**config.mk**
```make
export PLATFORM = sky130hd
export DESIGN_NAME = window_pixel_fetch_flat
export DESIGN_NICKNAME = d
export VERILOG_FILES = /design/src/rtl/window_pixel_fetch_pkg.sv /design/src/rtl/window_pixel_fetch_if.sv /design/src/rtl/window_pixel_fetch_chk.sv /design/src/rtl/window_pixel_fetch_pix_fifo.sv /design/src/rtl/window_pixel_fetch.sv /design/src/flat_wrapper.sv
export SDC_FILE = /design/constraint.sdc
export NUM_CORES = 1
export LEC_CHECK = 0
export ABC_AREA = 1
export BUFFER_PORTS_ARGS = -buffer_cell sky130_fd_sc_hd__buf_2
export CAP_MARGIN = 25
export CORE_AREA = 2 2 83 117
export DETAILED_ROUTE_END_ITERATION = 8
export DIE_AREA = 0 0 85 119
export PLACE_DENSITY = 0.64
export SLEW_MARGIN = 20
export SYNTH_ARGS = -nofsm -noshare
export SYNTH_HDL_FRONTEND = slang
export SYNTH_SLANG_ARGS = --single-unit
```
**constraint.sdc**
```tcl
create_clock -name clk -period 3.54 [get_ports clk]
set_input_delay 0.177 -clock clk [delete_from_list [all_inputs] [get_ports clk]]
set_output_delay 0.177 -clock clk [all_outputs]
set_load 0.05 [all_outputs]
```
**src/rtl/window_pixel_fetch_pkg.sv**
```systemverilog
// Shared image geometry, pixel types and address helper for the window pixel fetch slice.
package window_pixel_fetch_pkg;

    localparam int IMG_WIDTH  = 320;
    localparam int IMG_HEIGHT = 240;
    localparam int W_PIX      = 8;
    localparam int W_X        = $clog2(IMG_WIDTH);
    localparam int W_Y        = $clog2(IMG_HEIGHT);
    localparam int W_MEM_ADDR = $clog2(IMG_WIDTH * IMG_HEIGHT);

    typedef struct packed {
        logic [W_PIX-1:0] data;
        logic             last;
    } pix_t;

    // Out-of-range coordinates clamp to the image edge so the address never wraps.
    function automatic logic [W_MEM_ADDR-1:0] linear_addr(input logic [W_X-1:0] x, input logic [W_Y-1:0] y);
        logic [W_X-1:0] xs;
        logic [W_Y-1:0] ys;
        xs = (x > W_X'(IMG_WIDTH - 1))  ? W_X'(IMG_WIDTH - 1)  : x;
        ys = (y > W_Y'(IMG_HEIGHT - 1)) ? W_Y'(IMG_HEIGHT - 1) : y;
        return (W_MEM_ADDR'(ys) * W_MEM_ADDR'(IMG_WIDTH)) + W_MEM_ADDR'(xs);
    endfunction

endpackage

```
**src/rtl/window_pixel_fetch_if.sv**
```systemverilog
// Sweeper address stream, image RAM read port and pixel output stream of the fetch block.
import window_pixel_fetch_pkg::*;

interface window_pixel_fetch_if;
    logic                  addr_valid;
    logic                  addr_ready;
    logic [W_X-1:0]        x;
    logic [W_Y-1:0]        y;
    logic                  mem_rd_en;
    logic [W_MEM_ADDR-1:0] mem_addr;
    logic [W_PIX-1:0]      mem_rd_data;
    logic                  pix_valid;
    logic                  pix_ready;
    logic [W_PIX-1:0]      pix_data;
    logic                  pix_last;

    modport slave (
        input  addr_valid, x, y, mem_rd_data, pix_ready,
        output addr_ready, mem_rd_en, mem_addr, pix_valid, pix_data, pix_last
    );

    modport master (
        output addr_valid, x, y, mem_rd_data, pix_ready,
        input  addr_ready, mem_rd_en, mem_addr, pix_valid, pix_data, pix_last
    );
endinterface

```
**src/rtl/window_pixel_fetch_chk.sv**
```systemverilog
// Protocol checks for the fetch block's output buffer.
module window_pixel_fetch_chk (
    input logic clk,
    input logic rst,
    input logic push,
    input logic full
);

    a_no_push_on_full: assert property (@(posedge clk) disable iff (rst) !(push && full));

endmodule

```
**src/rtl/window_pixel_fetch_pix_fifo.sv**
```systemverilog
// Shift-style synchronous FIFO of pix_t; the head entry is a register so dout is registered.
import window_pixel_fetch_pkg::*;

module window_pixel_fetch_pix_fifo #(
    parameter  int DEPTH = 4,
    localparam int W_CNT = $clog2(DEPTH) + 1
) (
    input  logic             clk,
    input  logic             rst,
    input  logic             push,
    input  pix_t             din,
    input  logic             pop,
    output pix_t             dout,
    output logic             full,
    output logic             empty,
    output logic [W_CNT-1:0] count
);

    pix_t             data_r     [DEPTH];
    pix_t             shift_s    [DEPTH];
    pix_t             data_nxt_s [DEPTH];
    logic [W_CNT-1:0] count_r;
    logic [W_CNT-1:0] count_nxt_s;
    logic [W_CNT-1:0] wr_idx_s;
    logic             push_ok_s;
    logic             pop_ok_s;

    assign empty     = (count_r == W_CNT'(0));
    assign full      = (count_r == W_CNT'(DEPTH));
    assign count     = count_r;
    assign dout      = data_r[0];
    assign push_ok_s = push && !full;
    assign pop_ok_s  = pop && !empty;

    // Next storage image: shift towards the head on pop, then drop the new entry behind the last valid one.
    always_comb begin
        wr_idx_s = pop_ok_s ? (count_r - W_CNT'(1)) : count_r;
        for (int i = 0; i < DEPTH - 1; i++) begin
            shift_s[i] = pop_ok_s ? data_r[i+1] : data_r[i];
        end
        shift_s[DEPTH-1] = pop_ok_s ? '0 : data_r[DEPTH-1];
        for (int i = 0; i < DEPTH; i++) begin
            data_nxt_s[i] = (push_ok_s && (wr_idx_s == W_CNT'(i))) ? din : shift_s[i];
        end
    end

    // Occupancy update; simultaneous push and pop leaves it unchanged.
    always_comb begin
        count_nxt_s = count_r;
        case ({push_ok_s, pop_ok_s})
            2'b10:   count_nxt_s = count_r + W_CNT'(1);
            2'b01:   count_nxt_s = count_r - W_CNT'(1);
            default: count_nxt_s = count_r;
        endcase
    end

    // Storage and occupancy registers.
    always_ff @(posedge clk) begin
        if (rst) begin
            count_r <= '0;
            for (int i = 0; i < DEPTH; i++) begin
                data_r[i] <= '0;
            end
        end else begin
            count_r <= count_nxt_s;
            data_r  <= data_nxt_s;
        end
    end

endmodule

```
**src/rtl/window_pixel_fetch.sv**
```systemverilog
// Turns sweeper (x,y) addresses into image RAM reads and streams the returned pixels with a window-last tag.
import window_pixel_fetch_pkg::*;

module window_pixel_fetch #(
    parameter int FEATURE_WIDTH  = 25,
    parameter int FEATURE_HEIGHT = 25,
    parameter int MEM_LATENCY    = 1,
    parameter int FIFO_DEPTH     = 4
) (
    input logic                  clk,
    input logic                  rst,
    window_pixel_fetch_if.slave  bus
);

    localparam int WIN_PIX = FEATURE_WIDTH * FEATURE_HEIGHT;
    localparam int W_PC    = $clog2(WIN_PIX);
    localparam int W_CNT   = $clog2(FIFO_DEPTH) + 1;

    logic [MEM_LATENCY-1:0] vld_sr_r;
    logic [W_CNT-1:0]       inflight_r;
    logic [W_CNT-1:0]       inflight_nxt_s;
    logic [W_CNT-1:0]       fifo_count_s;
    logic [W_PC-1:0]        pix_cnt_r;
    logic                   hs_s;
    logic                   tail_s;
    logic                   push_last_s;
    logic                   pop_s;
    logic                   fifo_full_s;
    logic                   fifo_empty_s;
    pix_t                   fifo_din_s;
    pix_t                   fifo_dout_s;

    // Credits count every accepted read not yet handed downstream, so the FIFO can never overflow.
    assign bus.addr_ready = !rst && ((inflight_r + fifo_count_s) < W_CNT'(FIFO_DEPTH));
    assign hs_s           = bus.addr_valid && bus.addr_ready;
    assign bus.mem_rd_en  = hs_s;
    assign bus.mem_addr   = linear_addr(bus.x, bus.y);

    assign tail_s      = vld_sr_r[MEM_LATENCY-1];
    assign push_last_s = (pix_cnt_r == W_PC'(WIN_PIX - 1));
    assign fifo_din_s  = '{data: bus.mem_rd_data, last: push_last_s};
    assign pop_s       = bus.pix_valid && bus.pix_ready;

    assign bus.pix_valid = !fifo_empty_s;
    assign bus.pix_data  = fifo_dout_s.data;
    assign bus.pix_last  = fifo_dout_s.last;

    // In-flight count tracks the ones in the latency shift register.
    always_comb begin
        inflight_nxt_s = inflight_r;
        case ({hs_s, tail_s})
            2'b10:   inflight_nxt_s = inflight_r + W_CNT'(1);
            2'b01:   inflight_nxt_s = inflight_r - W_CNT'(1);
            default: inflight_nxt_s = inflight_r;
        endcase
    end

    // Read-return shift register, in-flight counter and window pixel counter.
    always_ff @(posedge clk) begin
        if (rst) begin
            vld_sr_r   <= '0;
            inflight_r <= '0;
            pix_cnt_r  <= '0;
        end else begin
            vld_sr_r[0] <= hs_s;
            for (int i = 1; i < MEM_LATENCY; i++) begin
                vld_sr_r[i] <= vld_sr_r[i-1];
            end
            inflight_r <= inflight_nxt_s;
            if (tail_s) begin
                pix_cnt_r <= push_last_s ? W_PC'(0) : (pix_cnt_r + W_PC'(1));
            end else begin
                pix_cnt_r <= pix_cnt_r;
            end
        end
    end

    window_pixel_fetch_pix_fifo #(.DEPTH(FIFO_DEPTH)) u_fifo (
        .clk   (clk),
        .rst   (rst),
        .push  (tail_s),
        .din   (fifo_din_s),
        .pop   (pop_s),
        .dout  (fifo_dout_s),
        .full  (fifo_full_s),
        .empty (fifo_empty_s),
        .count (fifo_count_s)
    );

    window_pixel_fetch_chk u_chk (
        .clk  (clk),
        .rst  (rst),
        .push (tail_s),
        .full (fifo_full_s)
    );

endmodule
```
**src/flat_wrapper.sv**
```systemverilog
// flat-port wrapper written by rule: the top's interface ports become plain ports
module window_pixel_fetch_flat 
#(
    parameter int FEATURE_WIDTH  = 25,
    parameter int FEATURE_HEIGHT = 25,
    parameter int MEM_LATENCY    = 1,
    parameter int FIFO_DEPTH     = 4
)
  (clk, rst, bus_addr_valid, bus_x, bus_y, bus_mem_rd_data, bus_pix_ready, bus_addr_ready, bus_mem_rd_en, bus_mem_addr, bus_pix_valid, bus_pix_data, bus_pix_last);
  window_pixel_fetch_if bus_i ();
  input logic clk;
  input logic rst;
  input wire logic [$bits(bus_i.addr_valid)-1:0] bus_addr_valid;
  input wire logic [$bits(bus_i.x)-1:0] bus_x;
  input wire logic [$bits(bus_i.y)-1:0] bus_y;
  input wire logic [$bits(bus_i.mem_rd_data)-1:0] bus_mem_rd_data;
  input wire logic [$bits(bus_i.pix_ready)-1:0] bus_pix_ready;
  output wire logic [$bits(bus_i.addr_ready)-1:0] bus_addr_ready;
  output wire logic [$bits(bus_i.mem_rd_en)-1:0] bus_mem_rd_en;
  output wire logic [$bits(bus_i.mem_addr)-1:0] bus_mem_addr;
  output wire logic [$bits(bus_i.pix_valid)-1:0] bus_pix_valid;
  output wire logic [$bits(bus_i.pix_data)-1:0] bus_pix_data;
  output wire logic [$bits(bus_i.pix_last)-1:0] bus_pix_last;
  assign bus_i.addr_valid = bus_addr_valid;
  assign bus_i.x = bus_x;
  assign bus_i.y = bus_y;
  assign bus_i.mem_rd_data = bus_mem_rd_data;
  assign bus_i.pix_ready = bus_pix_ready;
  assign bus_addr_ready = bus_i.addr_ready;
  assign bus_mem_rd_en = bus_i.mem_rd_en;
  assign bus_mem_addr = bus_i.mem_addr;
  assign bus_pix_valid = bus_i.pix_valid;
  assign bus_pix_data = bus_i.pix_data;
  assign bus_pix_last = bus_i.pix_last;
  window_pixel_fetch #(.FEATURE_WIDTH(FEATURE_WIDTH), .FEATURE_HEIGHT(FEATURE_HEIGHT), .MEM_LATENCY(MEM_LATENCY), .FIFO_DEPTH(FIFO_DEPTH)) u_core (.clk(clk), .rst(rst), .bus(bus_i));
endmodule
```
==> run summary, run 1 <==
Pwr Density - 613.8 nW/um^2
FF+latch area - 1061 sq um
Total CTS buffers - 5
Vias in the first global route - 3034
Pins Over Slew Limit - 0
Synth unique cells - 33
Worst Path Required - 3360 ps
Post-Layout Cell Count - 711
Synth top area cells - dfxtp_1, nand2_1, nor2_1
Via-to-Cell Ratio - 4.696
Largest net degree at the start of global routing - 39
Clk buf depth - 2
# rows - 42
HPWL Detailed - 5.511 mm
Max_slew headroom - 67.87%
Period Utilization, post-route - 90.98%
Drt first pass iters - 4
Clock latency at the later pin of the worst-skew pair - 290 ps
Num ports - 58
Element type at the critical path start - primary input
Drt first-iter violations - 158
IO Port Bufs - 57
Core area - 9196 sq um
CP Data Arrival Time - 3040 ps
Post-route DRC - 0
Die area - 10120 sq um
Critical Path Fanout Max - 4
Die Y - 119 um
Fillers - 961
Cell area after layout - 4003 sq um
Area delta synth->final - 12.48%
Total number of vias - 3339
Mean Syn Cell Area - 6.343 sq um
Status - completed
H-tree Lvls - 2
CTS tree - yes
Clock Tree Root - clkbuf_16
Drt wl/cell - 10.58 um
Post-DRT Antenna Nets - 0
Post-synthesis cell area - 3558 sq um
Crit path time final - 3221 ps
Reg clk slew, reported paths - 60 ps
Nets@finish - 649
Final Hold Fails - 0
Worst-margin pin slew - 478.7 ps
Setup tns final - 0 ps
Yosys top cell area share - 29.82%
Design Power - 2.457 mW
Seq/Total Area, Yosys - 29.82%
Footprint of the multi-input gates - 2049 sq um
Mapped Nets - 610
Flops & latches, synth - 53
Ant diodes - 0
Fmax - 310.5 MHz
Cells after DPL - 703
Global-route wire length before repair - 13.05 mm
Dpl cell area - 3816 sq um
Syn. warnings - 0
Mapped Cells - 561
Initial antenna violation count - 0
Skew final - 5.477 ps
Routed wire length - 7.525 mm
Kind of critical path - primary input to primary output
Worst hold path class - primary input to flip-flop
CP endpoint kind - primary output
Max cap viols - 0
Gr usage total - 15.14%
Overflow after GRT - 0
Post-layout util - 43.52%
Post-CTS Setup Inserts - 0
Largest area contributor in the netlist - dfxtp_1
TritonCTS Sinks - 53
Share of layout cells above drive strength 1 - 15.47%
Peak supply drop - 0.0003134 V
Starting Density - 38.69%
Final Wtd Congestion - 0.8735
Leakage - 2.136 nW
Chip width - 85 um
# setup viols final - 0
RSZ-0062 raised after global routing - false
## critical path: stages
cell and delay (ps):
buf_2 90, inv_1 70, nor3_2 220, inv_1 110, nand2_1 120, inv_1 100
nor2_2 160, o21bai_1 140, inv_1 60, ha_1 220, fa_1 540, nand2_1 80
nor2_1 90, nand2_1 70, a21oi_1 220, nand3_1 120, nor2_1 110, nand2_1 60
nand2_1 60, clkbuf_4 220
## per-layer routing
layer / vias up / part of all wire, % / global-route usage [%]
met4: 0 / 0.78 / 3.274
met5: - / 0 / 0
met1: 1472 / 42 / 17.23
met3: 4 / 5.4 / 2.841
li1: 1784 / - / -
met2: 79 / 52 / 28.66
## cells by family (layout without fill, tap and decap cells)
| kind of cell | Yosys count | after routing | share of synthesized area, % |
|---|---|---|---|
| compound gates | 42 | 42 | 6.611 |
| xor+xnor | 15 | 15 | 3.692 |
| fa+ha+maj | 20 | 20 | 7.665 |
| buf+inv | 98 | 138 | 12.90 |
| flops | 53 | 53 | 29.82 |
| simple gates | 333 | 333 | 39.31 |
## state kept, by name (all words and copies together) (netlist names)
register and count:
u_core.inflight_r 3, u_core.pix_cnt_r 10, u_core.tail_s 1, u_core.u_fifo.count 3
u_core.u_fifo.data_r 27, u_core.u_fifo.dout 9
## Yosys cell counts, drive strengths merged
cell,count
nand3b,1
inv,70
nor3,4
xnor2,7
o21ai,12
ha,17
clkbuf,6
nor2,86
xor2,8
dfxtp,53
a21oi,26
nor3b,3
and3,1
o21bai,1
a31oi,1
nand2,188
nand3,43
buf,22
a31o,1
a211oi,1
fa,3
or2,7
## final timing paths
| kind | cells after the start | slack (ps) | startpoint | end |
|---|---|---|---|---|
| setup / recovery | 20 | 320 | bus_y[6] | bus_mem_addr[15] |
| hold / removal | 3 | 130 | bus_addr_valid | u_core.tail_s$_SDFF_PP0_ |
| setup reg to reg | 13 | 950 | u_core.u_fifo.count[1]$_SDFFE_PP0P_ | u_core.inflight_r[2]$_SDFFE_PP0P_ |
| hold reg to reg | 2 | 470 | u_core.inflight_r[2]$_SDFFE_PP0P_ | u_core.inflight_r[2]$_SDFFE_PP0P_ |
## power by group
| group | internal (mW) | total, mW | switching [mW] | leakage (nW) |
|---|---|---|---|---|
| clock | 0.353 | 0.568 | 0.215 | 0.0831 |
| sequential | 0.695 | 0.761 | 0.0661 | 0.430 |
| combinational | 0.332 | 1.13 | 0.795 | 1.62 |
| total | 1.38 | 2.46 | 1.08 | 2.14 |
## metrics by stage
step	hold slack [ps]	setup WS (ps)
floorplan	311.9	324.7
global route	143.3	22.34
CTS	129.1	157.1
detailed placement	425.8	171.0
global placement	410.8	321.1
finish	127.2	319.3
## area by class of cell
class	count	area share, %
Clock inverter	2	0.9378
Tap cell	110	3.439
Sequential cell	53	26.51
Clock buffer	6	3.470
Timing Repair Buffer	60	7.752
Multi-Input combinational cell	410	51.20
Inverter	70	6.690
## placed cells by master, fill, tap and decap left out, types with 7 or more instances in the layout
master,count
nand2_1,179
nor2_1,84
inv_1,69
buf_2,56
dfxtp_1,53
nand3_1,42
a21oi_1,23
ha_1,17
o21ai_0,11
xor2_1,8
xnor2_1,7
or2_2,7
## repair_timing
action	4_1_cts	5_1_grt
endpoints found under the setup margin	0	2
hold buffers	0	0
hold endpoints to repair	0	0
resized for setup	0	3
No activity file was read; power rests on OpenSTA's default activity.
==> run 2: changes to the inputs <==
CORE_AREA = 2 2 84 119   (was 2 2 83 117)
DIE_AREA = 0 0 86 121   (was 0 0 85 119)
REMOVE_ABC_BUFFERS = 1   (was default)
SYNTH_HIERARCHICAL = 1   (was default)
==> run 2 against run 1 <==
  * Non-clock buffer count is 1 higher
  * Worst setup slack better by 83 ps
  * Highest routed layer unchanged
  * Total power increased by 12%
  * Clock power is 10% higher
  * Largest cell class unchanged
  * Die area is 2.9% higher
  * Sequential share of layout area shrank 0.61 points
  * Final area rose by 2.3%
  * Cell count decreased by 2.3%
  * First-iteration DRC count rose by 8.9%
==> run summary, run 2 <==
Hold endpoint - u_core/u_fifo/data_r[5]$_SDFFE_PP0P_
Die Y - 121 um (+1.7%)
Clock group share of total power - 22.8% (-0.3 points)
Ant diodes - 0 (unchanged)
Flop2flop setup slack - 580 ps (-370 ps)
Worst reg2reg path depth - 14 (+1)
Logic pwr share - 49.2% (+3.3 points)
Max cap viols - 0 (unchanged)
Worst-margin pin slew - 703.9 ps (+225.2 ps)
Max reg flops - 27 (unchanged)
Commonest non-fill, non-tap cells in the layout - nand2_1, nand3_1, inv_1
Skew final - 5.447 ps (-0.03028 ps)
Largest net degree at the start of global routing - 44 (+13%)
Starting Density - 39.25% (+0.56 points)
Final Wtd Congestion - 0.8023 (-8.2%)
Dpl ws - 409.6 ps (+238.6 ps)
Fillers - 985 (+2.5%)
Area delta synth->final - 12.20%
Worst Path Required - 3360 ps (about the same)
Reg clk slew, reported paths - 70 ps (about the same)
Sw Pwr - 1.265 mW (+18%)
Mapped Cells - 544 (-3.0%)
TritonCTS Sinks - 53 (unchanged)
Routed wire length - 7.643 mm (+1.6%)
Cells along the critical path - buf_2 > nand2_1 > inv_1 > nand3_1 > nand2_1 > ha_1 > ha_1 > fa_1 > nand2_1 > nand2_1 > nor3_1 > nand2_1 > nor2_1 > nand3b_1 > nand2_1 > buf_2
H-tree Lvls - 2 (unchanged)
Core area - 9301 sq um (+1.1%)
Post-layout util - 44.04% (+0.52 points)
Final Hold Fails - 0 (unchanged)
Pwr Density - 669.5 nW/um^2 (+9.1%)
Post-synthesis cell area - 3651 sq um (+2.6%)
Design Power - 2.742 mW (+12%)
Seq pwr share - 27.9% (-3.1 points)
Drt first pass iters - 4 (unchanged)
Dpl cell area - 3902 sq um (+2.3%)
Max_slew headroom - 52.96% (-15 points)
Peak supply drop - 0.0003683 V (+18%)
CP Data Arrival Time - 2960 ps (-80 ps)
Footprint of the multi-input gates - 2118 sq um (+3.4%)
Fmax - 318.8 MHz (+2.7%)
CP max stage cell - fa_1
HPWL Detailed - 5.795 mm (+5.1%)
Leakage - 1.998 nW (-6.4%)
CP peak stage delay - 410 ps (-130 ps)
Sw Share - 46.14% (+2.3 points)
Commonest non-fill, non-tap cell in the layout - nand2_1
Die area - 10410 sq um (+2.9%)
Most flop-heavy register - u_core/u_fifo/data_r
# rows - 42 (unchanged)
Syn. warnings - 6 (+6)
Hold Path Origin - bus_mem_rd_data[4]
CTS resizes - 0 (unchanged)
Crit path time final - 3137 ps (-83.50 ps)
Total CTS buffers - 5 (unchanged)
Via-to-Cell Ratio - 4.768 (+1.5%)
Kind of critical path - primary input to primary output
RSZ-0062 raised after global routing - false
Clk buf depth - 2 (unchanged)
Drt wl/cell - 11.00 um (+3.9%)
# setup viols final - 0 (unchanged)
Setup tns final - 0 ps (unchanged)
CTS tree - yes
Element type at the critical path start - primary input
Cell area after layout - 4096 sq um (+2.3%)
Worst hold path class - primary input to flip-flop
FF+latch area - 1061 sq um (unchanged)
Mean Syn Cell Area - 6.711 sq um (+5.8%)
IO Port Bufs - 57 (unchanged)
Initial antenna violation count - 0 (unchanged)
Num ports - 58 (unchanged)
Period Utilization, post-route - 88.62% (-2.4 points)
Gr usage total - 15.04% (-0.096 points)
Worst hold path cell count - 3 (unchanged)
CP dominant cell by count - nand2_1
Global-route wire length before repair - 13.17 mm (+0.85%)
R2R Path Start - u_core/u_fifo/count[0]$_SDFFE_PP0P_
Total number of vias - 3314 (-0.75%)
Clock latency at the later pin of the worst-skew pair - 290 ps (about the same)
CP endpoint kind - primary output
Vias in the first global route - 3073 (+1.3%)
Setup slack after layout - 402.8 ps (+83.50 ps)
Int Pwr - 1.477 mW (+7.0%)
Nets@finish - 636 (-2.0%)
Hold Buf Count CTS - 0 (unchanged)
Critical Path Fanout Max - 5 (+1)
Status - completed
Post-DRT Antenna Nets - 0 (unchanged)
Chip width - 86 um (+1.2%)
Post-CTS Setup Inserts - 0 (unchanged)
Clock Tree Root - clkbuf_16
Post-route DRC - 0 (unchanged)
Pins Over Slew Limit - 0 (unchanged)
Drt first-iter violations - 172 (+8.9%)
Share of layout cells above drive strength 1 - 17.61% (+2.1 points)
R2r endpoint - u_core/u_fifo/data_r[23]$_SDFFE_PP0P_
Overflow after GRT - 0 (unchanged)
## run 2: cell count changes in the layout (fill, tap and decap cells not counted), sizes merged, moves of 3 or more
| cell | before | now |
|---|---|---|
| ha | 17 | 20 |
| nand2 | 188 | 163 |
| a21oi | 26 | 49 |
| nand3 | 43 | 86 |
| nor2 | 86 | 31 |
| or2 | 7 | 2 |
| xnor2 | 7 | 3 |
## run 2: critical path: cells and delay by family
| family | cells | cell delay (ps) |
|---|---|---|
| and+or+nand+nor | 10 | 1420 |
| buffers and inverters | 3 | 440 |
| adders and majority gates | 3 | 910 |
## run 2: power groups by stage
stage	Sequential, mW	Clock [mW]	Combinational [mW]
floorplan	0.885	0	0.942
global placement	0.778	0	1.34
detailed placement	0.782	0	1.36
CTS	0.768	0.644	1.36
global route	0.783	0.663	1.50
finish	0.766	0.626	1.35
## run 2: stage by stage
| stage | hold WS, ps | instances |
|---|---|---|
| finish | 143.6 | 695 |
| global route | 148.6 | 695 |
| CTS | 137.9 | 695 |
| detailed placement | 444.6 | 687 |
| global placement | 408.5 | 687 |
| floorplan | 239.4 | 516 |
## run 2: cell type report
class | count | share of cell area, %
inverters | 71 | 6.597
multi-input cells | 392 | 51.71
clock buffers | 5 | 3.054
well taps | 110 | 3.360
flip-flops and latches | 53 | 25.90
repair buffers | 61 | 7.697
clock inverters | 3 | 1.680
## run 2: worst max path at each step
stage	startpoint	endpoint	slack, ps	depth (start not counted)
2_1_floorplan	bus_y[5]	bus_mem_addr[14]	680	14
6_report	bus_y[7]	bus_mem_addr[16]	400	16
4_1_cts	bus_y[7]	bus_mem_addr[16]	410	16
5_1_grt	bus_y[7]	bus_mem_addr[16]	80	16
3_5_place_dp	bus_y[7]	bus_mem_addr[16]	410	16
3_3_place_gp	bus_y[7]	bus_mem_addr[16]	590	16
## run 2: per-layer routing
layer | GRT usage, % | wire length [um] | part of all wire (%)
met1 | 17.09 | 3293 | 43
met2 | 27.62 | 3889 | 51
met3 | 3.129 | 364 | 4.8
met4 | 4.663 | 95 | 1.2
met5 | 0 | 0 | 0
